$ cat src/rtl/mem_req_arbiter.sv
// Arbitrates NUM_PORTS requesters onto a single-outstanding memory port and routes completions back.
// Define ARB_ROUND_ROBIN_EN for round-robin arbitration; otherwise fixed priority (lowest index wins).
module mem_req_arbiter #(
    parameter int NUM_PORTS  = 2,
    parameter int ADDR_WIDTH = 32,
    parameter int DATA_WIDTH = 32,
    parameter int ID_WIDTH   = (NUM_PORTS > 2) ? $clog2(NUM_PORTS) : 1
) (
    input  logic                                  clk_i,
    input  logic                                  rst_i,
    input  logic [NUM_PORTS-1:0]                  req_valid_i,
    input  logic [NUM_PORTS-1:0]                  req_wr_i,
    input  logic [NUM_PORTS-1:0][ADDR_WIDTH-1:0]  req_addr_i,
    input  logic [NUM_PORTS-1:0][DATA_WIDTH-1:0]  req_wdata_i,
    output logic [NUM_PORTS-1:0]                  req_gnt_o,
    output logic [NUM_PORTS-1:0]                  resp_valid_o,
    output logic [DATA_WIDTH-1:0]                 resp_data_o,
    output logic                                  rd_req_valid_o,
    output logic                                  wr_req_valid_o,
    output logic [ADDR_WIDTH-1:0]                 req_address_o,
    output logic [DATA_WIDTH-1:0]                 wr_data_o,
    output logic [ID_WIDTH-1:0]                   req_id_o,
    input  logic                                  mem_data_valid_i,
    input  logic [DATA_WIDTH-1:0]                 mem_data_i,
    output logic                                  busy_o,
    output logic                                  err_o
);

    typedef enum logic [1:0] {IDLE, ISSUE, WAIT} state_t;

    state_t              state;
    logic                txn_wr;
    logic                any_req;
    logic [ID_WIDTH-1:0] win_id;

    assign any_req = |req_valid_i;

`ifdef ARB_ROUND_ROBIN_EN
    logic [ID_WIDTH-1:0] rr_ptr;
    logic [ID_WIDTH:0]   rr_sum;
    logic [ID_WIDTH-1:0] rr_cand;
    logic                rr_found;

    // Search starts at the pointer and wraps past the last port back to 0.
    always_comb begin
        win_id   = '0;
        rr_found = 1'b0;
        rr_sum   = '0;
        rr_cand  = '0;
        for (int i = 0; i < NUM_PORTS; i++) begin
            rr_sum = {1'b0, rr_ptr} + (ID_WIDTH+1)'(i);
            if (rr_sum >= (ID_WIDTH+1)'(NUM_PORTS))
                rr_sum = rr_sum - (ID_WIDTH+1)'(NUM_PORTS);
            rr_cand = rr_sum[ID_WIDTH-1:0];
            if (!rr_found && req_valid_i[rr_cand]) begin
                rr_found = 1'b1;
                win_id   = rr_cand;
            end
        end
    end
`else
    always_comb begin
        win_id = '0;
        for (int i = NUM_PORTS - 1; i >= 0; i--)
            if (req_valid_i[i]) win_id = ID_WIDTH'(i);
    end
`endif

    // Grant is combinational from IDLE; masked while reset is held so all outputs read 0.
    assign req_gnt_o = (rst_i && state == IDLE && any_req) ? (NUM_PORTS'(1) << win_id) : '0;
    assign busy_o    = (state != IDLE);

    always_ff @(posedge clk_i or negedge rst_i) begin
        if (!rst_i) begin
            state          <= IDLE;
            txn_wr         <= 1'b0;
            resp_valid_o   <= '0;
            resp_data_o    <= '0;
            rd_req_valid_o <= 1'b0;
            wr_req_valid_o <= 1'b0;
            req_address_o  <= '0;
            wr_data_o      <= '0;
            req_id_o       <= '0;
            err_o          <= 1'b0;
`ifdef ARB_ROUND_ROBIN_EN
            rr_ptr         <= '0;
`endif
        end else begin
            rd_req_valid_o <= 1'b0;
            wr_req_valid_o <= 1'b0;
            resp_valid_o   <= '0;
            case (state)
                IDLE: begin
                    if (mem_data_valid_i) err_o <= 1'b1;
                    if (any_req) begin
                        // The memory request is launched from the grant edge so it is high during ISSUE.
                        req_address_o  <= req_addr_i[win_id];
                        wr_data_o      <= req_wdata_i[win_id];
                        txn_wr         <= req_wr_i[win_id];
                        req_id_o       <= win_id;
                        rd_req_valid_o <= ~req_wr_i[win_id];
                        wr_req_valid_o <= req_wr_i[win_id];
                        state          <= ISSUE;
`ifdef ARB_ROUND_ROBIN_EN
                        rr_ptr <= (win_id == ID_WIDTH'(NUM_PORTS - 1)) ? '0 : win_id + 1'b1;
`endif
                    end
                end
                ISSUE: begin
                    if (mem_data_valid_i) err_o <= 1'b1;
                    state <= WAIT;
                end
                WAIT: begin
                    if (mem_data_valid_i) begin
                        resp_valid_o <= NUM_PORTS'(1) << req_id_o;
                        if (!txn_wr) resp_data_o <= mem_data_i;
                        state <= IDLE;
                    end
                end
                default: state <= IDLE;
            endcase
        end
    end

endmodule

$ cat config.mk
export PLATFORM = sky130hd
export DESIGN_NAME = mem_req_arbiter
export DESIGN_NICKNAME = d
export VERILOG_FILES = /design/src/rtl/mem_req_arbiter.sv
export SDC_FILE = /design/constraint.sdc
export NUM_CORES = 1
export LEC_CHECK = 0
export CORE_MARGIN = 2
export CORE_UTILIZATION = 42
export CTS_BUF_LIST = sky130_fd_sc_hd__clkbuf_4 sky130_fd_sc_hd__clkbuf_8
export CTS_CLUSTER_DIAMETER = 100
export DETAILED_ROUTE_END_ITERATION = 12
export GPL_TIMING_DRIVEN = 0
export PLACE_DENSITY = 0.88
export SLEW_MARGIN = 20
export SYNTH_ARGS = -nofsm -noshare
export SYNTH_HDL_FRONTEND = slang
export SYNTH_SLANG_ARGS = --single-unit
$ cat constraint.sdc
create_clock -name clk_i -period 2.41 [get_ports clk_i]
set_clock_uncertainty 0.1 [all_clocks]
set_input_delay 0.3615 -clock clk_i [delete_from_list [all_inputs] [get_ports clk_i]]
set_output_delay 0.3615 -clock clk_i [all_outputs]
set_load 0.1 [all_outputs]
==> flow_summary.toml <==
[sta]
hold_viol_final = 0
max_freq_mhz = 425
slew_headroom_pct = 31.2
hold_ws_ns = 0.381
setup_viol = 0
min_period_ns = 2.35
finalSetupTns_ns = 0
tightest_slew_ns = 1.03
maxSlewViolCount = 0
rsz0062_at_grt = "no"
finalCritPeriodShare_pct = 97.7

[grt]
antenna_found_initial = 0
overflow = 0
grt_pass1_wl_um = 20000
grt_start_max_net_pins = 63
grt_pass1_vias = 4091
grt_usage_pct = 22.2

[floorplan]
floorplan.die_area_um2 = 12100
die_w_um = 110
core_area_um2 = 10900
rows = 38
chipHeight_um = 110
ios = 272
initial_utilization_pct = 43.2

[critical_path]
r2r_cells = 5
criticalPathCategory = "register to primary output"
worstReg2RegEnd = "req_address_o[23]"
cp_max_fo = 2
critPathTopFamily = "buffers and inverters"
crit_slowest_cell = "clkdlybuf4s50_1"
crit_arrival_ns = 1.89
max_stage_delay_ns = 1.14
setup.worst_path.start_class = "register"
r2r-start = "state[1]"
cp_data_required_time_ns = 1.95
worstPathCellList = "clkdlybuf4s50_1"
r2r_slack_ns = 0.33
crit_buf_inv = 1
crit_path_end_kind = "primary output"

[clocking]
htree_levels = 3
clk_latency_ns = 0.36
clk_path_buf_depth = 2
clock-root-buffer = "clkbuf_8"
cts_setup_buffers = 0
cts.clk_slew.worst_paths_ns = 0.09
numCtsBuffers = 9
cts.sinks = 105
cts_tree = "built"

[logic_synthesis]
avgSynthCellArea_um2 = 15.4
synth.cell_area_um2 = 4710
synth-warning-count = 0
ys_types = 19
synth_top_cell_area_share_pct = 55.8
synth_top_area_cell = "dfrtp_1"
ys_ff_latch = 105
ys_seq_area_share_pct = 55.8
synthTopCellsByArea = "dfrtp_1, mux2_2, mux2_1"
synthCells = 305
syn_nets = 472

[hold_path]
min-delay-start = "err_o"
min_to = "err_o"
hold_depth = 1
hp-class = "register to register"

[final_layout]
fillers = 734
n_antenna_cell = 0
syn_to_final_growth_pct = 68.6
nets = 760
drive_gt1_share_pct = 25.3

[routing]
routed-wl-met3_um = 1530
vias = 3615
detail_route.vias_per_cell = 4.91
ant_nets = 0
drt-total-wl_um = 13200
drcViolationCount = 0
drt_iter0_markers = 78
top_layer_used = "met4"
firstDrtPassIters = 4
wl_met2_um = 6970
wire_per_inst_um = 17.9
m1WireLength_um = 4480

[outcome]
status = "complete, no violations"

[place]
dpl.hpwl_um = 10300
place_congestion = 0.816
io_buffers = 271

[flow_run]
drv_cap = 0
[placed cells by master, fill, tap and decap left out, types with 4 or more instances in the layout]
cell,n
dfrtp_1,105
buf_4,4
mux2_2,110
mux2_1,51
inv_1,4
nor2_1,5
buf_6,8
clkbuf_8,10
buf_2,7
dlymetal6s2s_1,6
clkdlybuf4s50_1,260
[cell usage after synthesis (all sizes together)]
cell / instances
and3: 1
nand3b: 1
nor2b: 1
mux2i: 2
nand2b: 1
inv: 4
nor2: 6
o21a: 1
dfrtp: 105
a21oi: 2
nand2: 1
and2: 1
buf: 17
a21o: 1
mux2: 161
[kinds of logic after synthesis]
group / count (synthesis) / share of synthesized area, %
flip-flops: 105 / 55.8
AO/OA/AOI/OAI: 4 / 0.532
multiplexers: 163 / 38.9
buffers and inverters: 21 / 3.27
AND/OR/NAND/NOR: 12 / 1.46
[sequential cells by signal, summed over array words and instances (netlist names)]
name	count
err_o	1
rd_req_valid_o	1
req_address_o	32
req_id_o	1
resp_data_o	32
resp_valid_o	2
state	2
txn_wr	1
wr_data_o	32
wr_req_valid_o	1
[per-layer routing]
metal | GRT usage [%] | up-vias
met5 | 0 | -
met4 | 7.96 | 0
met3 | 9.43 | 19
met2 | 41.7 | 178
met1 | 21.3 | 1762
li1 | - | 1656
[through the flow]
step	util, %	worst slack (ns)	std cells	cell area, µm²
floorplan	-	0.0147	305	4710
finish	72.9	0.0557	737	7940
global placement	69.8	-3.90	716	7600
global route	72.9	0.00866	737	7940
CTS	72.8	0.00527	737	7930
detailed placement	70.0	-0.583	717	7620
[cell type report]
type / count / area [µm²] / area share, %
Timing Repair Buffer: 277 / 2840 / 35.7
Sequential cell: 105 / 2630 / 33.1
Multi-Input combinational cell: 179 / 1930 / 24.3
Tap cell: 140 / 175 / 2.21
Clock buffer: 12 / 153 / 1.92
Buffer: 17 / 139 / 1.75
Clock inverter: 3 / 65.1 / 0.820
Inverter: 4 / 15.0 / 0.189
[worst max path at each step]
stage / from / to / slack [ns] / depth (start not counted)
CTS: wr_data_o[31] / wr_data_o[31] / 0.005 / 1
global route: resp_data_o[11] / resp_data_o[11] / 0.009 / 1
detailed placement: req_valid_i[0] / req_gnt_o[1] / -0.58 / 5
floorplan: req_valid_i[0] / req_gnt_o[1] / 0.01 / 3
finish: resp_data_o[5] / resp_data_o[5] / 0.06 / 1
global placement: rst_i / req_gnt_o[0] / -3.90 / 3
[what timing repair did]
action | in CTS | in global routing
resized for setup | 9 | 8
endpoints found under the setup margin | 4 | 8
hold buffers | 5 | 0
endpoints found under the hold margin | 43 | 0
Power is left out: the tool's default activity adds up to more than one toggle a clock period on the data nets, which glitch-free logic cannot reach.
